$ cat config.mk
export PLATFORM = sky130hd
export DESIGN_NAME = pulse_sync_feeder
export DESIGN_NICKNAME = d
export VERILOG_FILES = /design/src/rtl/pulse_sync_pkg.sv /design/src/rtl/sat_updown_cnt.sv /design/src/rtl/pulse_sync_feeder.sv
export SDC_FILE = /design/constraint.sdc
export NUM_CORES = 1
export LEC_CHECK = 0
export ABC_AREA = 1
export CORE_ASPECT_RATIO = 0.8
export CORE_UTILIZATION = 23
export CTS_CLUSTER_SIZE = 20
export DETAILED_ROUTE_END_ITERATION = 6
export PLACE_DENSITY_LB_ADDON = 0.25
export SYNTH_ARGS = -nofsm -noshare
export SYNTH_HDL_FRONTEND = slang
export SYNTH_SLANG_ARGS = --single-unit
$ cat constraint.sdc
create_clock -name clk -period 3.9 [get_ports clk]
set_input_delay 0.78 -clock clk [delete_from_list [all_inputs] [get_ports clk]]
set_output_delay 0.78 -clock clk [all_outputs]
set_load 0.05 [all_outputs]
$ cat src/rtl/pulse_sync_pkg.sv
// pulse_sync_pkg: shared state encoding and default sizing for the pulse synchroniser feeder
package pulse_sync_pkg;

    typedef enum logic [1:0] {
        IDLE    = 2'd0,
        ISSUE   = 2'd1,
        CHECK   = 2'd2,
        BACKOFF = 2'd3
    } state_e;

    localparam int DEF_CNT_W       = 4;
    localparam int DEF_BACKOFF_CYC = 8;
    localparam int DEF_BO_W        = 8;

endpackage

$ cat src/rtl/sat_updown_cnt.sv
// sat_updown_cnt: saturating up/down counter that flags increments dropped at full scale
//   clk, rst      : clock, synchronous active-high reset
//   inc, dec      : count up / down requests; both together cancel
//   cnt           : current count
//   sat_drop      : high in the cycle an increment is dropped because cnt is at max
module sat_updown_cnt #(
    parameter int W = 4
) (
    input  logic         clk,
    input  logic         rst,
    input  logic         inc,
    input  logic         dec,
    output logic [W-1:0] cnt,
    output logic         sat_drop
);

    logic [W-1:0] cnt_q;
    logic [W-1:0] cnt_d;
    logic         full;

    assign full     = &cnt_q;
    assign sat_drop = inc && !dec && full;
    assign cnt      = cnt_q;

    // Decrement is guarded at zero so a stray request can never wrap the count.
    always_comb begin
        cnt_d = (inc && !dec && !full)          ? cnt_q + W'(1) :
                (dec && !inc && cnt_q != '0)    ? cnt_q - W'(1) :
                                                  cnt_q;
    end

    always_ff @(posedge clk) begin
        if (rst) cnt_q <= '0;
        else     cnt_q <= cnt_d;
    end

endmodule

$ cat src/rtl/pulse_sync_feeder.sv
// pulse_sync_feeder: banks event pulses as credits and replays them into a handshake synchroniser with retry
//   clk, rst   : source-domain clock, synchronous active-high reset
//   in_pulse   : event pulse, one credit per high cycle
//   sync_fail  : synchroniser reject, arrives in the cycle after out_pulse
//   ovf_clr    : clears the sticky overflow flag
//   out_pulse  : single-cycle pulse to the synchroniser
//   pending    : outstanding credit count
//   busy       : attempt in progress or credits outstanding
//   overflow   : sticky, an event was dropped at saturation
module pulse_sync_feeder
    import pulse_sync_pkg::*;
#(
    parameter int CNT_W       = DEF_CNT_W,
    parameter int BACKOFF_CYC = DEF_BACKOFF_CYC,
    parameter int BO_W        = DEF_BO_W
) (
    input  logic             clk,
    input  logic             rst,
    input  logic             in_pulse,
    input  logic             sync_fail,
    input  logic             ovf_clr,
    output logic             out_pulse,
    output logic [CNT_W-1:0] pending,
    output logic             busy,
    output logic             overflow
);

    localparam logic [BO_W-1:0] BO_LOAD = BO_W'(BACKOFF_CYC - 1);

    state_e          state_q, state_d;
    logic [BO_W-1:0] bo_q, bo_d;
    logic            ovf_q, ovf_d;
    logic            dec;
    logic            sat_drop;

    // A credit is consumed only when the attempt is confirmed accepted.
    assign dec = (state_q == CHECK) && !sync_fail;

    sat_updown_cnt #(.W(CNT_W)) u_cnt (
        .clk      (clk),
        .rst      (rst),
        .inc      (in_pulse),
        .dec      (dec),
        .cnt      (pending),
        .sat_drop (sat_drop)
    );

    always_comb begin
        state_d = state_q;
        bo_d    = bo_q;
        case (state_q)
            IDLE:    state_d = (pending != '0) ? ISSUE : IDLE;
            ISSUE:   state_d = CHECK;
            CHECK: begin
                state_d = sync_fail ? BACKOFF : IDLE;
                bo_d    = sync_fail ? BO_LOAD : bo_q;
            end
            BACKOFF: begin
                state_d = (bo_q == '0) ? IDLE : BACKOFF;
                bo_d    = (bo_q == '0) ? bo_q : bo_q - BO_W'(1);
            end
            default: state_d = IDLE;
        endcase
        // A drop in the same cycle as a clear must still be recorded.
        ovf_d = sat_drop ? 1'b1 : ovf_clr ? 1'b0 : ovf_q;
    end

    always_ff @(posedge clk) begin
        if (rst) begin
            state_q <= IDLE;
            bo_q    <= '0;
            ovf_q   <= 1'b0;
        end else begin
            state_q <= state_d;
            bo_q    <= bo_d;
            ovf_q   <= ovf_d;
        end
    end

    assign out_pulse = (state_q == ISSUE);
    assign busy      = (state_q != IDLE) || (pending != '0);
    assign overflow  = ovf_q;

endmodule

==> results of run 1 <==
[kinds of logic (layout without fill, tap and decap cells)]
family	count (synthesis)	after routing	share of synthesized area, %
and+or+nand+nor	86	86	40.3
buffers and inverters	25	39	9.27
AOI/OAI and AO/OA	17	17	11.2
DFF	15	15	29.7
adders and majority gates	5	5	6.92
xor gates and xnor gates	3	3	2.60
[power by group through the flow]
stage	registers [uW]	clock network (uW)	logic, uW
2_1_floorplan	212	0	151
3_3_place_gp	195	0	224
3_5_place_dp	194	0	223
4_1_cts	191	131	224
5_1_grt	195	136	251
6_report	191	128	222
[layout by cell type, fill, tap and decap left out, drive strengths merged]
master,netlist,final
dfxtp,15,15
inv,24,24
ha,4,4
fa,1,1
nand3,13,13
clkdlybuf4s50,0,11
nand3b,1,1
nor3,1,1
o21ai,6,6
clkbuf,1,4
a21oi,10,10
a211oi,1,1
xor2,2,2
xnor2,1,1
nand2,43,43
nor2,26,26
nand4,2,2
[metal layers]
layer  wire [um]  share of wire (%)  up-vias  GRT usage, %
met5           0                  0        -             0
met4          23                1.1        0          3.30
met3          68                3.3        2          1.19
met2         805                 39       12          15.8
met1        1180                 57      368          15.5
li1            -                  -      502             -
[how the worst max path moves through the flow]
stage                   end  cells past startpoint  slack, ps         start
2_1_floorplan          busy                      4       1750  u_cnt.cnt[0]
3_3_place_gp   u_cnt.cnt[3]                     13       1240     sync_fail
3_5_place_dp   u_cnt.cnt[3]                     13       1240     sync_fail
4_1_cts                busy                      5       1250  u_cnt.cnt[0]
5_1_grt                busy                      5       1180  u_cnt.cnt[0]
6_report               busy                      5       1280  u_cnt.cnt[0]
[sequential cells by signal, summed over array words and instances (netlist names)]
register,cells
u_cnt.cnt,4
state_q,2
bo_q,8
overflow,1
[critical path, delay by kind of cell, from the launching register on]
kind	cells	cell delay (ps)
buffers and inverters	2	860
DFF	1	500
and+or+nand+nor	3	240
[final cells by class]
cell class                      count  area [sq um]
Sequential cell                    15           300
Clock buffer                        4          45.0
Tap cell                           57          71.3
Inverter                           24          90.1
Fill cell                         470          2970
Multi-Input combinational cell    111           618
Timing Repair Buffer               11           110
[metrics by stage]
stage	utilization [%]	setup WS [ps]	area, sq um	std cells
after floorplan	-	1750	1010	151
after global placement	28.3	1240	1190	218
after detailed placement	28.3	1240	1190	218
after CTS	29.4	1250	1230	222
after global routing	29.4	1180	1230	222
final	29.4	1280	1230	222
==> flow_summary.ini, run 1 <==
[timing]
setup_viol = 0
report.final.slew_viol_count = 0
tns_ps = 0
fin_crit_sh_pct = 67.3
fmax_ghz = 0.381
rsz0062_at_grt = no
worst_slew_pin_slew_ps = 503
finClkSkew_ps = 1.14
holdWs_ps = 473
hold_viol_final = 0
min_period_ps = 2620
relSlewSlack_pct = 66.4

[worst_setup_path]
critical_path.max_stage_delay_ps = 800
path_cells = nor2_1, nand2_1, inv_1, nand3b_1, clkdlybuf4s50_1
critPathKind = reg -> out
r2r_cells = 13
rr_startpoint = u_cnt.cnt[0]
reg2reg_to = u_cnt.cnt[3]
reg2reg_slack_ps = 2110
required_ps = 3120
critical_path.max_fanout = 8
worst_path_max_delay_cell = clkdlybuf4s50_1
cp-end-kind = output port
critPathLaunchType = flip-flop
worstPathArrival_ps = 1840

[global_route]
grt_pass1_wl_mm = 3.86
overflow = 0
antenna_found_initial = 0
grt_pass1_vias = 814
grt_usage_pct = 10.4
grt_max_degree = 10

[drt]
via_per_inst = 3.98
drt_wl_total_mm = 2.08
route.detailed.drc = 0
drtIter0Drc = 63
drtAntennaViolNets = 0
vias = 884
drt-wirelength-per-cell_um = 9.38
drt_first_pass_iters = 4

[synthesis]
ys_types = 25
synth_area_per_cell_sq_um = 6.70
async_flop_share_pct = 0
yosys.area.top_type_share_pct = 29.7
syn_area_sq_um = 1010
synth_common_cells = 36 x nand2_1, 22 x inv_1, 21 x nor2_1
yosysSeqAreaShare_pct = 29.7
synth.most_common_cell = nand2_1
synth_fp_nets = 161
synth_flop_cell = dfxtp_1
synth_cells = 151
ys_top_cells_by_area = dfxtp_1 30%, nand2_1 13%, inv_1 8.2%
yosys_register_bits = 15
synth_edf_count = 0
ys_warn_count = 0
yosysTopAreaCell = dfxtp_1

[floorplan]
rows = 21
fp.dieArea_sq_um = 4670
die_w_um = 76.2
die_h_um = 61.3
core-area_sq_um = 4200
num_io_pins = 12
initial_core_util_pct = 24.1

[power]
power_uw = 541
power_frac_seq_pct = 35.3
switching_share_pct = 40.5
vdd_drop_max_uv = 138
clkPwrFrac_pct = 23.7
p_leak_uw = 0.000578
p_sw_uw = 219
comb_power_share_pct = 41.0
internal_power_uw = 322
power_density_nw_per_um2 = 438

[finish]
area_growth_syn_to_layout_pct = 22.0
diodes = 0
drive_above_1_share_pct = 13.9
nets = 176

[min_path]
hold_path_class = reg -> reg
holdPathEnd = overflow
worstHoldStart = overflow
hold_depth = 2

[cts]
holdBufCountCts = 0
cts_made_buffers = 3
cts_htree_levels = 1
cts_setup_buffers = 0
clockRootBuffer = clkbuf_8
cts_tree = yes
clk_pin_slew_ps = 60
clockBufferDepth = 2
ctsResizeCount = 0
clkLatencyLatePin_ps = 240
clock-sinks = 15

[place]
port_buffers = 11
place.gp.congestion = 0.774
dp.final_hpwl_mm = 1.57

[status]
status = finished, final reports clean

[flow_run]
max_cap_viol_count = 0
No activity file was read; power rests on OpenSTA's default activity.
==> run 2: changes to the inputs <==
==> constraint.sdc (replaced) <==
create_clock -name clk -period 2.7 [get_ports clk]
set_input_delay 0.54 -clock clk [delete_from_list [all_inputs] [get_ports clk]]
set_output_delay 0.54 -clock clk [all_outputs]
set_load 0.05 [all_outputs]
==> flow_summary.ini, run 2 (synthesis results as in run 1) <==
[status]
status = finished, final reports clean

[cts]
holdBufCountCts = 0
cts_made_buffers = 3
clock-sinks = 15
cts_htree_levels = 1
cts_setup_buffers = 0
clk_pin_slew_ps = 70
cts_tree = yes
ctsResizeCount = 0
clkLatencyLatePin_ps = 250
clockBufferDepth = 2
clockRootBuffer = clkbuf_8

[finish]
registers.top_by_ff_count = bo_q
nets = 177
fill_cells = 457
multi_input_area_sq_um = 618
final_area_sq_um = 1240
area_growth_syn_to_layout_pct = 22.7
mostFrequentLayoutCells = 36 x nand2_1, 22 x inv_1, 21 x nor2_1, 15 x dfxtp_1, 12 x nand3_1
ff_latch_area_sq_um = 300
drive_above_1_share_pct = 14.5
diodes = 0
mostFrequentLayoutCell = nand2_1
fin_cells = 223
largest_register_ffs = 8

[drt]
route.detailed.drc = 0
vias = 920
drt_first_pass_iters = 4
drt_wl_total_mm = 2.08
drtAntennaViolNets = 0
drt-wirelength-per-cell_um = 9.32
via_per_inst = 4.13
drtIter0Drc = 57

[place]
port_buffers = 11
dp.final_hpwl_mm = 1.53
place_ws_ps = 291
dp_cells = 219
place.gp.congestion = 0.779
dpl-instance-area_sq_um = 1200

[worst_setup_path]
path_cells = nor2_1, nand2_1, inv_1, nand3b_1, clkdlybuf4s50_1
rr_startpoint = u_cnt.cnt[0]
crit_cells = 5
critical_path.max_fanout = 8
critical_path.max_stage_delay_ps = 800
critPathLaunchType = flip-flop
worst_path_max_delay_cell = clkdlybuf4s50_1
path_delay_family = buffers and inverters
critPathKind = reg -> out
worstPathArrival_ps = 1850
reg2reg_slack_ps = 910
reg2reg_to = u_cnt.cnt[3]
r2r_cells = 13
endpoint = busy
required_ps = 2160
path_buf_inv = 2
startpoint = u_cnt.cnt[0]
cp-end-kind = output port

[timing]
min_period_ps = 2390
fin_crit_sh_pct = 88.7
rsz0062_at_grt = no
setup_viol = 0
hold_viol_final = 0
relSlewSlack_pct = 66.0
fmax_ghz = 0.418
worst_slew_pin_slew_ps = 508
finClkSkew_ps = 2.43
tns_ps = 0
report.final.slew_viol_count = 0
postLayoutSetupSlackWorst_ps = 306

[floorplan]
num_io_pins = 12
core-area_sq_um = 4200
initial_core_util_pct = 24.1
rows = 21
fp.dieArea_sq_um = 4670
die_w_um = 76.2
die_h_um = 61.3

[min_path]
hold_path_class = reg -> reg

[power]
clkPwrFrac_pct = 24.4
p_leak_uw = 0.000583
vdd_drop_max_uv = 172
switching_share_pct = 41.0
comb_power_share_pct = 40.8
power_density_nw_per_um2 = 636
p_sw_uw = 324
internal_power_uw = 466
power_frac_seq_pct = 34.8

[global_route]
overflow = 0
grt_usage_pct = 10.2
antenna_found_initial = 0
grt_max_degree = 10
grt_pass1_wl_mm = 3.63
grt_pass1_vias = 794

[flow_run]
max_cap_viol_count = 0
==> run 2: changes by cell type in the layout (fill, tap and decap cells not counted) <==
cell / previous run / this run
buf_4: 0 / 1
==> run 2: power groups by stage <==
stage	logic, uW	registers, uW	clock network [uW]
3_3_place_gp	325	282	0
2_1_floorplan	219	307	0
4_1_cts	324	276	200
5_1_grt	358	281	205
6_report	322	275	192
3_5_place_dp	323	280	0
==> run 2: worst min-delay path by stage <==
stage / start / endpoint / cells past startpoint / slack, ps
2_1_floorplan: bo_q[6] / bo_q[6] / 2 / 460
3_3_place_gp: overflow / overflow / 2 / 460
3_5_place_dp: overflow / overflow / 2 / 460
4_1_cts: overflow / overflow / 2 / 470
5_1_grt: overflow / overflow / 2 / 500
6_report: overflow / overflow / 2 / 470
==> run 2: area by class of cell <==
class / count / share of cell area (%)
Multi-Input combinational cell: 111 / 49.7
Timing Repair Buffer: 12 / 9.47
Clock buffer: 4 / 3.63
Tap cell: 57 / 5.74
Sequential cell: 15 / 24.2
Inverter: 24 / 7.25
==> run 2: layer usage <==
layer	global-route usage (%)	vias to the layer above	part of all wire [%]
met5	0	-	0
met4	4.12	0	1.8
met3	2.81	4	2.8
met2	15.6	12	40
met1	13.8	401	55
li1	-	503	-
==> run 2: metrics by stage <==
stage | total power (uW) | hold WS, ps | utilization (%)
2_1_floorplan | 525 | 464 | -
4_1_cts | 800 | 471 | 29.6
6_report | 790 | 466 | 29.6
5_1_grt | 844 | 502 | 29.6
3_5_place_dp | 603 | 462 | 28.5
3_3_place_gp | 608 | 459 | 28.5
==> run 2: worst register-to-register path: cells and delay by family (launching register included) <==
family,cells,cell delay (ps)
simple gates,10,720
flops,1,500
fa+ha+maj,1,280
compound gates,1,110
buf+inv,1,70
